--- config.mk ---
export PLATFORM = sky130hd
export DESIGN_NAME = jtframe_joy_serial_flat
export DESIGN_NICKNAME = d
export VERILOG_FILES = /design/src/rtl/jtframe_joy_serial_if.sv /design/src/rtl/jtframe_joy_serial.sv /design/src/flat_wrapper.sv
export SDC_FILE = /design/constraint.sdc
export NUM_CORES = 1
export LEC_CHECK = 0
export CORE_MARGIN = 1
export CORE_UTILIZATION = 58
export DETAILED_ROUTE_END_ITERATION = 10
export GPL_ROUTABILITY_DRIVEN = 0
export PLACE_DENSITY_LB_ADDON = 0.3
export SYNTH_ARGS = -nofsm -noshare
export SYNTH_HDL_FRONTEND = slang
export SYNTH_SLANG_ARGS = --single-unit
--- constraint.sdc ---
create_clock -name clk_sys -period 2.05 [get_ports clk_sys]
set_input_delay 0.205 -clock clk_sys [delete_from_list [all_inputs] [get_ports clk_sys]]
set_output_delay 0.205 -clock clk_sys [all_outputs]
set_load 0.02 [all_outputs]
--- src/rtl/jtframe_joy_serial_if.sv ---
// -----------------------------------------------------------------------------
// jtframe_joy_serial_if
// Bundles the shift-register chain lines and the joystick-side signals of the
// serial joystick front-end.
//   en, swap    : scan enable / joystick output swap      (into the front-end)
//   JOY_LOAD    : parallel load to the chain, active low  (out of the front-end)
//   JOY_CLK     : shift clock to the chain, idles low     (out of the front-end)
//   JOY_DATA    : serial data from the chain, active low  (into the front-end)
//   joy1, joy2  : debounced active-high joystick words    (out of the front-end)
//   frame_done  : one-cycle pulse per completed frame     (out of the front-end)
// The master modport is the front-end; the slave modport is the board side.
// -----------------------------------------------------------------------------
interface jtframe_joy_serial_if #(
    parameter int NBITS = 16
);
    logic               en;
    logic               swap;
    logic               JOY_LOAD;
    logic               JOY_CLK;
    logic               JOY_DATA;
    logic [NBITS/2-1:0] joy1;
    logic [NBITS/2-1:0] joy2;
    logic               frame_done;

    modport master (
        input  en, swap, JOY_DATA,
        output JOY_LOAD, JOY_CLK, joy1, joy2, frame_done
    );

    modport slave (
        output en, swap, JOY_DATA,
        input  JOY_LOAD, JOY_CLK, joy1, joy2, frame_done
    );
endinterface

--- src/rtl/jtframe_joy_serial.sv ---
// -----------------------------------------------------------------------------
// jtframe_joy_serial
// Serial joystick front-end: scans a 74HC165-style chain once per SCAN cycles,
// captures NBITS bits MSB first, debounces by requiring two identical frames
// and presents the result as active-high joystick words.
//   clk_sys : system clock, rising edge
//   rst_n   : asynchronous active-low reset (release synchronized internally)
//   bus     : jtframe_joy_serial_if master (en, swap, JOY_LOAD, JOY_CLK,
//             JOY_DATA, joy1, joy2, frame_done)
// -----------------------------------------------------------------------------
module jtframe_joy_serial #(
    parameter int CLKDIV = 4,
    parameter int NBITS  = 16,
    parameter int SCAN   = 1000
)(
    input  logic                 clk_sys,
    input  logic                 rst_n,
    jtframe_joy_serial_if.master bus
);
    localparam int HALF   = NBITS / 2;
    localparam int DIV_W  = $clog2(CLKDIV);
    localparam int SCAN_W = $clog2(SCAN);
    localparam int BIT_W  = $clog2(NBITS + 1);

    typedef enum logic [2:0] {
        ST_IDLE,
        ST_LOAD_LO,
        ST_LOAD_HI,
        ST_SHIFT_LO,
        ST_SHIFT_HI,
        ST_DONE
    } state_t;

    state_t             r_state;
    logic [1:0]         r_rst_sync;
    logic               w_rst_n;
    logic [1:0]         r_data_sync;
    logic [SCAN_W-1:0]  r_scan;
    logic [DIV_W-1:0]   r_div;
    logic [BIT_W-1:0]   r_bit;
    logic [NBITS-1:0]   r_raw;
    logic [NBITS-1:0]   r_prev;
    logic [HALF-1:0]    r_joy1;
    logic [HALF-1:0]    r_joy2;
    logic               r_load;
    logic               r_clk;
    logic               r_frame_done;
    logic               w_div_end;
    logic               w_start;

    // Reset asserts asynchronously everywhere but releases on a clock edge,
    // so no flop sees the release too close to clk_sys.
    always_ff @(posedge clk_sys or negedge rst_n) begin
        if (!rst_n) r_rst_sync <= 2'b00;
        else        r_rst_sync <= {r_rst_sync[0], 1'b1};
    end
    assign w_rst_n = r_rst_sync[1];

    // JOY_DATA comes straight off the connector and is asynchronous.
    always_ff @(posedge clk_sys) begin
        r_data_sync <= {r_data_sync[0], bus.JOY_DATA};
    end

    // Free-running scan period counter; parked at 0 while scanning is disabled
    // so that re-enabling starts a frame right away.
    always_ff @(posedge clk_sys or negedge w_rst_n) begin
        if (!w_rst_n)                          r_scan <= '0;
        else if (!bus.en)                      r_scan <= '0;
        else if (r_scan == SCAN_W'(SCAN - 1))  r_scan <= '0;
        else                                   r_scan <= r_scan + 1'b1;
    end

    assign w_div_end = (r_div == DIV_W'(CLKDIV - 1));
    assign w_start   = bus.en && (r_scan == '0) && (r_state == ST_IDLE);

    // Capture shift register: every sample enters at the LSB, so after NBITS
    // samples the first bit read from the chain sits in the MSB.
    always_ff @(posedge clk_sys) begin
        if (r_state == ST_SHIFT_LO && w_div_end)
            r_raw <= {r_raw[NBITS-2:0], r_data_sync[1]};
    end

    always_ff @(posedge clk_sys or negedge w_rst_n) begin
        if (!w_rst_n) begin
            r_state      <= ST_IDLE;
            r_div        <= '0;
            r_bit        <= '0;
            r_load       <= 1'b1;
            r_clk        <= 1'b0;
            r_frame_done <= 1'b0;
            r_prev       <= '1;
            r_joy1       <= '0;
            r_joy2       <= '0;
        end else begin
            r_frame_done <= 1'b0;
            case (r_state)
                ST_IDLE: begin
                    if (w_start) begin
                        r_state <= ST_LOAD_LO;
                        r_load  <= 1'b0;
                        r_div   <= '0;
                        r_bit   <= '0;
                    end
                end
                ST_LOAD_LO: begin
                    if (w_div_end) begin
                        r_state <= ST_LOAD_HI;
                        r_load  <= 1'b1;
                        r_div   <= '0;
                    end else begin
                        r_div <= r_div + 1'b1;
                    end
                end
                ST_LOAD_HI: begin
                    if (w_div_end) begin
                        r_state <= ST_SHIFT_LO;
                        r_div   <= '0;
                    end else begin
                        r_div <= r_div + 1'b1;
                    end
                end
                ST_SHIFT_LO: begin
                    if (w_div_end) begin
                        r_state <= ST_SHIFT_HI;
                        r_clk   <= 1'b1;
                        r_div   <= '0;
                    end else begin
                        r_div <= r_div + 1'b1;
                    end
                end
                ST_SHIFT_HI: begin
                    if (w_div_end) begin
                        r_clk <= 1'b0;
                        r_div <= '0;
                        r_bit <= r_bit + 1'b1;
                        // r_bit still holds the old count: last bit just shifted.
                        if (r_bit == BIT_W'(NBITS - 1)) begin
                            r_state      <= ST_DONE;
                            r_frame_done <= 1'b1;
                        end else begin
                            r_state <= ST_SHIFT_LO;
                        end
                    end else begin
                        r_div <= r_div + 1'b1;
                    end
                end
                ST_DONE: begin
                    // Two consecutive identical frames are needed to update the
                    // outputs; a single glitched frame only lands in r_prev.
                    if (r_raw == r_prev) begin
                        r_joy1 <= ~r_raw[NBITS-1:HALF];
                        r_joy2 <= ~r_raw[HALF-1:0];
                    end
                    r_prev  <= r_raw;
                    r_state <= ST_IDLE;
                end
                default: begin
                    r_state <= ST_IDLE;
                end
            endcase
        end
    end

    assign bus.JOY_LOAD   = r_load;
    assign bus.JOY_CLK    = r_clk;
    assign bus.frame_done = r_frame_done;
    assign bus.joy1       = bus.swap ? r_joy2 : r_joy1;
    assign bus.joy2       = bus.swap ? r_joy1 : r_joy2;

endmodule

--- src/flat_wrapper.sv ---
// flat-port wrapper written by rule: the top's interface ports become plain ports
module jtframe_joy_serial_flat 
#(
    parameter int CLKDIV = 4,
    parameter int NBITS  = 16,
    parameter int SCAN   = 1000
)
  (clk_sys, rst_n, bus_en, bus_swap, bus_JOY_DATA, bus_JOY_LOAD, bus_JOY_CLK, bus_joy1, bus_joy2, bus_frame_done);
  jtframe_joy_serial_if #(.NBITS(NBITS)) bus_i ();
  input  logic clk_sys;
  input  logic rst_n;
  input wire logic [$bits(bus_i.en)-1:0] bus_en;
  input wire logic [$bits(bus_i.swap)-1:0] bus_swap;
  input wire logic [$bits(bus_i.JOY_DATA)-1:0] bus_JOY_DATA;
  output wire logic [$bits(bus_i.JOY_LOAD)-1:0] bus_JOY_LOAD;
  output wire logic [$bits(bus_i.JOY_CLK)-1:0] bus_JOY_CLK;
  output wire logic [$bits(bus_i.joy1)-1:0] bus_joy1;
  output wire logic [$bits(bus_i.joy2)-1:0] bus_joy2;
  output wire logic [$bits(bus_i.frame_done)-1:0] bus_frame_done;
  assign bus_i.en = bus_en;
  assign bus_i.swap = bus_swap;
  assign bus_i.JOY_DATA = bus_JOY_DATA;
  assign bus_JOY_LOAD = bus_i.JOY_LOAD;
  assign bus_JOY_CLK = bus_i.JOY_CLK;
  assign bus_joy1 = bus_i.joy1;
  assign bus_joy2 = bus_i.joy2;
  assign bus_frame_done = bus_i.frame_done;
  jtframe_joy_serial #(.CLKDIV(CLKDIV), .NBITS(NBITS), .SCAN(SCAN)) u_core (.clk_sys(clk_sys), .rst_n(rst_n), .bus(bus_i));
endmodule
# Yosys cells after proc, flatten, opt, wreduce, memory -nomap -nowiden
# Cells that the tools add are included.
# totals
ramBits	0
register_bits	75
romBits	0
latchBits	0
mem_count	0
output_inout_bits	19
word_cells	73
in_bits	5
# classes
n_mul	0
n_div	0
eq_ne	14
reduce_logical	16
bitwise_logic	2
n_mux	25
n_lt_le_gt_ge	0
n_addsub	3
shift	0
# op_table
operator	n
10-bit two-way mux	2
3-bit two-way mux	6
16-bit == test	1
8-bit two-way mux	2
8-bit inverter	2
3-bit case mux with 5 select lines	1
10-bit by 1-bit adder with 10-bit output (second input constant)	1
10-bit == test (second input constant)	1
10-bit zero test	1
5-bit two-way mux	2
2-bit by 1-bit != test with 1-bit output (second input constant)	5
5-bit case mux with 2 select lines	1
3-bit AND reduction	3
2-bit nonzero test	4
3-bit by 2-bit == test with 1-bit output (second input constant)	2
3-bit == test (second input constant)	2
1-bit two-way mux	6
5-bit by 1-bit adder with 5-bit output (second input constant)	1
5-bit by 4-bit == test with 1-bit output (second input constant)	1
5-bit AND reduction	1
2-bit two-way mux	2
1-bit case mux with 2 select lines	2
2-bit case mux with 2 select lines	1
2-bit AND reduction	2
6 further kinds	8

# Logic depth before layout (Yosys ltp)
# Gate-level depths: netlist of the first run.
# logic_depth
word_depth	5
depth_mapped	7
depth_no_buf	7

# Worst setup path after synthesis of the first run
# No wires, ideal clock.
# synth_timing
path_kind	register to register
from	register u_core.r_raw[12]
to	register u_core.r_joy1[2]
n_path_buf	1
setup_ns	0.079
path_slack_ns	0.180
t_required_ns	1.971
period_less_slack_ns	1.870
stages_incl_launch_ff	7
t_arrival_ns	1.790
cell_sequence	edfxtp_1 -> xor2_1 -> nor4_1 -> nand3_1 -> nor4_4 -> buf_6 -> mux2i_1
# synth_via
elab_chain_len	2
# synth_rtl
item	line	source
start: declaration	jtframe_joy_serial.sv:41	logic [NBITS-1:0] r_raw;
start signal: assignment	jtframe_joy_serial.sv:80	r_raw <= {r_raw[NBITS-2:0], r_data_sync[1]};
16-bit == test	jtframe_joy_serial.sv:150	if (r_raw == r_prev) begin
2-bit AND reduction (no source line)	-	
end signal: assignment	jtframe_joy_serial.sv:151	r_joy1 <= ~r_raw[NBITS-1:HALF];
end: declaration	jtframe_joy_serial.sv:43	logic [HALF-1:0] r_joy1;
# Every way passes these cells.
# A chain may end at the register's enable or synchronous reset.

# Worst setup path after layout of the first run
# layout_timing
from	input bus_swap
to	output bus_joy1[1]
# layout_via
elab_chain_len	1
# layout_rtl
item	line	source
start: declaration	flat_wrapper.sv:13	input wire logic [$bits(bus_i.swap)-1:0] bus_swap;
8-bit two-way mux	jtframe_joy_serial.sv:167	assign bus.joy1 = bus.swap ? r_joy2 : r_joy1;
end: declaration	flat_wrapper.sv:17	output wire logic [$bits(bus_i.joy1)-1:0] bus_joy1;
# Every way passes these cells.

==> impl_metrics.csv, run 1 <==
group,metric,value,unit
status,status,"finished, final reports clean",
worst_setup_path,path_max_fanout,32,
logic_synthesis,syn_area_per_cell,11.5,µm²
logic_synthesis,yosys_register_bits,75,
clock_network,cts_root_buf,"clkbuf_8",
worst_setup_path,r2r-start,"u_core.r_raw[13]",
timing,setup_viol,0,
die,die_h,78.4,µm
worst_setup_path,critPathArrivalTime,1.70,ns
drt,ant_nets,0,
logic_synthesis,syn_nets,305,
grt,grt_pass1_vias,2195,
logic_synthesis,ys_seq_area_share,58.1,%
grt,grt-ovfl-total,0,
timing,fmax,525,MHz
clock_network,clk_pin_slew,0.07,ns
finish,final_nets,338,
clock_network,max-clock-path-buffers,2,
place,dp_slack,0.0761,ns
power_and_ir_drop,powerDensity,1060,nW/µm²
clock_network,htree_levels,3,
die,die-area,6150,µm²
die,boundaryPins,24,
drt,wl_per_cell,14.6,µm
logic_synthesis,postSynthCellCount,295,
die,coreArea,5570,µm²
timing,fin_crit,1.91,ns
power_and_ir_drop,leakagePower,0.00169,µW
finish,final_common_cell,"dfrtp_1",
finish,diodes,0,
timing,fin_tns_setup,0,ns
clock_network,cts_num_sinks,75,
grt,antenna_found_initial,0,
timing,finalWorstSetupSlack,0.145,ns
drt,drc_errors,0,
die,start_util,60.8,%
grt,gr-usage-all-layers,22.1,%
clock_network,clock_latency,0.35,ns
worst_setup_path,cp-start-kind,"input pin",
worst_setup_path,end_kind,"output port",
finish,drive_gt1_share,18.6,%
clock_network,cts_setup_buffers,0,
worst_setup_path,worstSetupStartpoint,"bus_swap",
power_and_ir_drop,peakVddDrop,622,µV
timing,tightest_slew,0.595,ns
timing,fin_hold_ws,0.0211,ns
worst_setup_path,crit_type,"input pin to output port",
clock_network,tritoncts,"done",
logic_synthesis,synth.distinct_cells,40,
worst_setup_path,worstPathRequired,1.85,ns
drt,via_per_inst,5.40,
drt,drtIter0Drc,169,
finish,area_growth,16.8,%
finish,final_cells,405,
timing,final_max_slew_viol_count,0,
place,post-dp-hpwl,4.07,mm
finish,layout_common_cells,"39 x dfrtp_1, 28 x nand2_1, 23 x o21ai_0, 23 x clkdlybuf4s50_1, 22 x inv_1",
drt,via_count,2186,
die,fp-row-count,27,
grt,grt_max_degree,33,
grt,grt_pass1_wl,10.1,mm
finish,final_util,71.0,%
drt,first_pass_iters,5,
timing,max-slew-margin-rel,60.0,%
timing,fin_crit_sh,92.9,%
timing,hold_viol,0,
timing,rsz0062_at_grt,"no",
drt,wirelength,5.92,mm
flow_run,cap_violations,0,
place,dp.cells,389,
logic_synthesis,ys_warn_count,0,
worst_hold_path,min_path_type,"input pin to asynchronous set/reset pin",
die,die_w,78.4,µm
timing,fin_worst_skew,0.0102,ns
place,io_buffers,23,
finish,num-fill-cells,385,
logic_synthesis,netlist_area,3390,µm²
clock_network,numCtsBuffers,9,
[sequential cells by signal (all words and copies together) (netlist names)]
name	count
u_core.r_raw	16
u_core.r_joy1	8
u_core.r_scan	10
u_core.r_div	2
u_core.bus.JOY_LOAD	1
u_core.r_prev	16
u_core.r_state	3
u_core.r_rst_sync	2
u_core.r_data_sync	2
u_core.r_joy2	8
u_core.bus.JOY_CLK	1
u_core.bus.frame_done	1
u_core.r_bit	5
[Yosys cell counts]
cell type,count,share of area [%]
clkbuf_1,7,0.78
nor2_1,15,1.7
nor4_4,1,0.63
inv_1,22,2.4
nand4_1,4,0.74
xor2_1,16,4.1
buf_1,1,0.11
or2_2,1,0.18
ha_1,5,1.8
buf_6,2,0.66
o21ai_0,23,3.4
nand3_1,8,1.2
mux2_2,16,5.3
mux2i_1,17,5.0
a311oi_1,1,0.26
conb_1,1,0.11
nor4_1,3,0.55
dfrtp_1,40,30
nand3b_1,2,0.44
nand3b_2,1,0.33
buf_2,2,0.30
a31oi_1,3,0.55
dfstp_2,17,13
dfxtp_1,2,1.2
and3_1,4,0.74
a21oi_1,9,1.3
nand2_1,28,3.1
o22ai_1,1,0.18
nor2b_1,2,0.37
edfxtp_1,16,14
a22o_1,3,0.78
or3_1,1,0.18
a211oi_1,1,0.22
o31ai_1,1,0.22
and2_1,3,0.55
a21o_1,2,0.44
nor4bb_1,1,0.30
nor3_1,4,0.59
o21ai_1,1,0.15
xnor2_1,8,2.1
[power breakdown]
| group | total, µW | internal, µW | switching, µW |
|---|---|---|---|
| Combinational | 976 | 482 | 494 |
| Sequential | 2130 | 1890 | 239 |
| Clock | 1090 | 557 | 532 |
[layer usage]
metal	vias to the layer above	routed length, µm	track usage (%)
met3	9	125	3.72
met5	-	0	0
li1	1071	-	-
met1	1074	2790	28.4
met2	32	2890	36.1
met4	0	114	11.1
[stage by stage]
stage          total power [µW]  area [µm²]
3_5_place_dp               3130        3770
3_3_place_gp               3080        3770
6_report                   4190        3960
4_1_cts                    4200        3950
2_1_floorplan              2860        3390
5_1_grt                    4410        3960
[kinds of logic (layout without fill, tap and decap cells)]
family / count (synthesis) / count (layout) / share of synthesized area [%]
and+or+nand+nor: 78 / 78 / 11.6
DFF: 75 / 75 / 58.1
AOI/OAI and AO/OA: 45 / 45 / 7.54
buffers and inverters: 34 / 72 / 4.29
muxes: 33 / 33 / 10.3
xor gates and xnor gates: 24 / 24 / 6.21
adders and majority gates: 5 / 5 / 1.85
other: 1 / 1 / 0.111
[worst max-delay path, stage by stage]
cell	delay [ns]
clkdlybuf4s50_1	0.44
buf_12	0.18
o21ai_0	0.23
clkdlybuf4s50_1	0.64
[worst paths after layout]
| path | to | slack [ns] | depth (start not counted) |
|---|---|---|---|
| worst max-delay path | bus_joy1[1] | 0.14 | 4 |
| worst min-delay path | u_core.r_rst_sync[0] | 0.02 | 1 |
| worst max register to register | u_core.r_joy1[7] | 0.16 | 6 |
| worst min register to register | u_core.r_bit[0] | 0.26 | 0 |
| max in group asynchronous | u_core.r_prev[4] | 1.12 | 1 |
| min in group clk_sys | u_core.r_data_sync[0] | 0.30 | 1 |
[cell type report]
| class | instances | area [µm²] | share of cell area [%] |
|---|---|---|---|
| sequential | 75 | 1970 | 49.8 |
| clock inverter | 5 | 53.8 | 1.36 |
| clock buffer | 11 | 131 | 3.32 |
| timing repair buffer | 34 | 350 | 8.85 |
| tap | 72 | 90.1 | 2.28 |
| inverter | 22 | 82.6 | 2.09 |
| multi-input combinational | 186 | 1280 | 32.3 |
[repair_timing]
item	CTS	global route
hold buffers	0	0
gates resized for setup	0	1
endpoints found under the setup margin	0	2
No activity file was read; power rests on OpenSTA's default activity.
==> run 2, diff against run 1 <==
Settings changed: CORE_ASPECT_RATIO set to 0.6, DONT_BUFFER_PORTS set to 1, SLEW_MARGIN set to 20.
==> run 2 against run 1 <==
Worst hold slack improved by 0.039 ns; global-route usage is 0.072 points higher; combinational power down 7.9%; clock power is 4% lower; wire length rose by 3.4%; flip-flop and latch count did not move; sequential share of layout area increased by 3.0 points; sequential power hardly changed; critical path depth up 2; critical path type is now flop to flop.
==> impl_metrics.csv, run 2 (synthesis results as in run 1) <==
group,metric,value,unit
worst_setup_path,cp_slowest_stage_delay,0.47,ns
finish,largestRegisters,"u_core.r_prev x16, u_core.r_raw x16, u_core.r_scan x10",
clock_network,htree_levels,3,
flow_run,cap_violations,0,
worst_setup_path,path_max_fanout,8,
die,fp-row-count,21,
timing,fin_worst_skew,0.00959,ns
clock_network,clk_pin_slew,0.09,ns
grt,grt_pass1_wl,9.72,mm
grt,grt_max_degree,33,
finish,layout_common_cells,"39 x dfrtp_1, 28 x nand2_1, 23 x o21ai_0",
drt,ant_nets,0,
timing,final_max_slew_viol_count,0,
power_and_ir_drop,powerDensity,1100,nW/µm²
timing,tightest_slew,0.694,ns
timing,rsz0062_at_grt,"no",
place,io_buffers,0,
worst_setup_path,worstReg2RegEnd,"u_core.r_joy1[1]",
drt,drc_errors,0,
grt,grt-ovfl-total,0,
clock_network,clock_latency,0.36,ns
finish,diodes,0,
worst_setup_path,crit_type,"flop to flop",
worst_setup_path,cp_slowest_cell,"edfxtp_1",
worst_setup_path,crit_cells,6,
timing,fin_hold_ws,0.0605,ns
place,post-dp-hpwl,4.16,mm
drt,wirelength,6.12,mm
drt,via_count,2121,
place,dp.cells,374,
clock_network,tritoncts,"done",
finish,final_nets,318,
drt,drtIter0Drc,100,
worst_setup_path,cp_num_buf_inv,1,
worst_setup_path,critPathArrivalTime,2.17,ns
die,die_w,101,µm
clock_network,cts_setup_buffers,0,
finish,area_growth,10.2,%
worst_setup_path,cp-start-kind,"flop",
timing,fin_crit,1.89,ns
finish,final_cells,393,
die,die-area,6160,µm²
clock_network,cts_resized,0,
timing,setup_viol,0,
place,placed_area,3520,µm²
worst_setup_path,worstPathRequired,2.33,ns
power_and_ir_drop,total_power,4100,µW
grt,grt_pass1_vias,1914,
die,start_util,60.5,%
timing,hold_viol,0,
worst_setup_path,crit_end,"u_core.r_joy1[1]",
worst_setup_path,r2r-start,"u_core.r_raw[13]",
grt,antenna_found_initial,0,
drt,first_pass_iters,5,
grt,gr-usage-all-layers,22.1,%
drt,wl_per_cell,15.6,µm
clock_network,max-clock-path-buffers,2,
clock_network,numCtsBuffers,9,
die,coreArea,5600,µm²
die,die_h,61.2,µm
worst_setup_path,path_cells,"xor2_1 > nor4_1 > nand3_1 > nor4_4 > buf_4 > mux2i_1",
timing,fin_tns_setup,0,ns
power_and_ir_drop,peakVddDrop,607,µV
timing,fmax,528,MHz
timing,max-slew-margin-rel,53.3,%
timing,fin_crit_sh,92.3,%
worst_hold_path,min_path_type,"input pin to asynchronous set/reset pin",
drt,via_per_inst,5.40,
worst_setup_path,regToRegSetupSlack,0.16,ns
worst_setup_path,crit_family,"simple AND/OR/NAND/NOR gates",
clock_network,cts_num_sinks,75,
die,boundaryPins,24,
worst_setup_path,worstSetupStartpoint,"u_core.r_raw[13]",
worst_setup_path,ff2ff_path_depth,6,
status,status,"finished, final reports clean",
finish,final_common_cell,"dfrtp_1",
clock_network,cts_root_buf,"clkbuf_8",
power_and_ir_drop,leakagePower,0.00161,µW
finish,fin_area,3730,µm²
finish,drive_gt1_share,20.4,%
worst_setup_path,end_kind,"flop",
run 2: cell count changes in the layout (fill, tap and decap cells not counted), sizes merged:
cell / before / now
clkbuf: 11 / 9
dlygate4sd3: 0 / 3
bufinv: 1 / 0
inv: 22 / 25
clkdlybuf4s50: 23 / 0
run 2: worst min path at each step:
stage          startpoint              endpoint  slack (ns)  cells after the start
2_1_floorplan       rst_n  u_core.r_rst_sync[0]       -0.09                      0
3_3_place_gp        rst_n  u_core.r_rst_sync[0]       -0.09                      0
3_5_place_dp        rst_n  u_core.r_rst_sync[0]       -0.09                      0
4_1_cts             rst_n  u_core.r_rst_sync[0]        0.05                      1
5_1_grt             rst_n  u_core.r_rst_sync[0]        0.06                      1
6_report            rst_n  u_core.r_rst_sync[0]        0.06                      1
run 2: repair_timing:
action | CTS | global route
setup endpoints to repair | 0 | 0
hold buffers | 3 | 0
hold endpoints to repair | 5 | 0
run 2: report_power, final:
part / internal (µW) / switching [µW] / total (µW)
clock network: 455 / 591 / 1050
logic: 432 / 467 / 899
registers: 1890 / 267 / 2160
run 2: cell type report:
cell class,count,area [µm²]
clock inverter,7,58.8
tap,80,100
fill,417,1860
multi-input combinational,186,1270
inverter,22,82.6
timing repair buffer,14,125
clock buffer,9,124
sequential,75,1970
run 2: metrics by stage:
stage | setup slack, ns | utilization [%]
3_3_place_gp | 0.233 | 62.9
5_1_grt | 0.0723 | 66.7
3_5_place_dp | 0.177 | 62.9
2_1_floorplan | 0.180 | -
4_1_cts | 0.146 | 66.7
6_report | 0.158 | 66.7
run 2: per-layer routing:
layer,wire (µm),GRT usage (%),share of wire (%)
met5,0,0,0
met2,2570,31.9,42
met1,3180,31.3,52
met4,64,9.32,1.0
met3,302,7.15,4.9
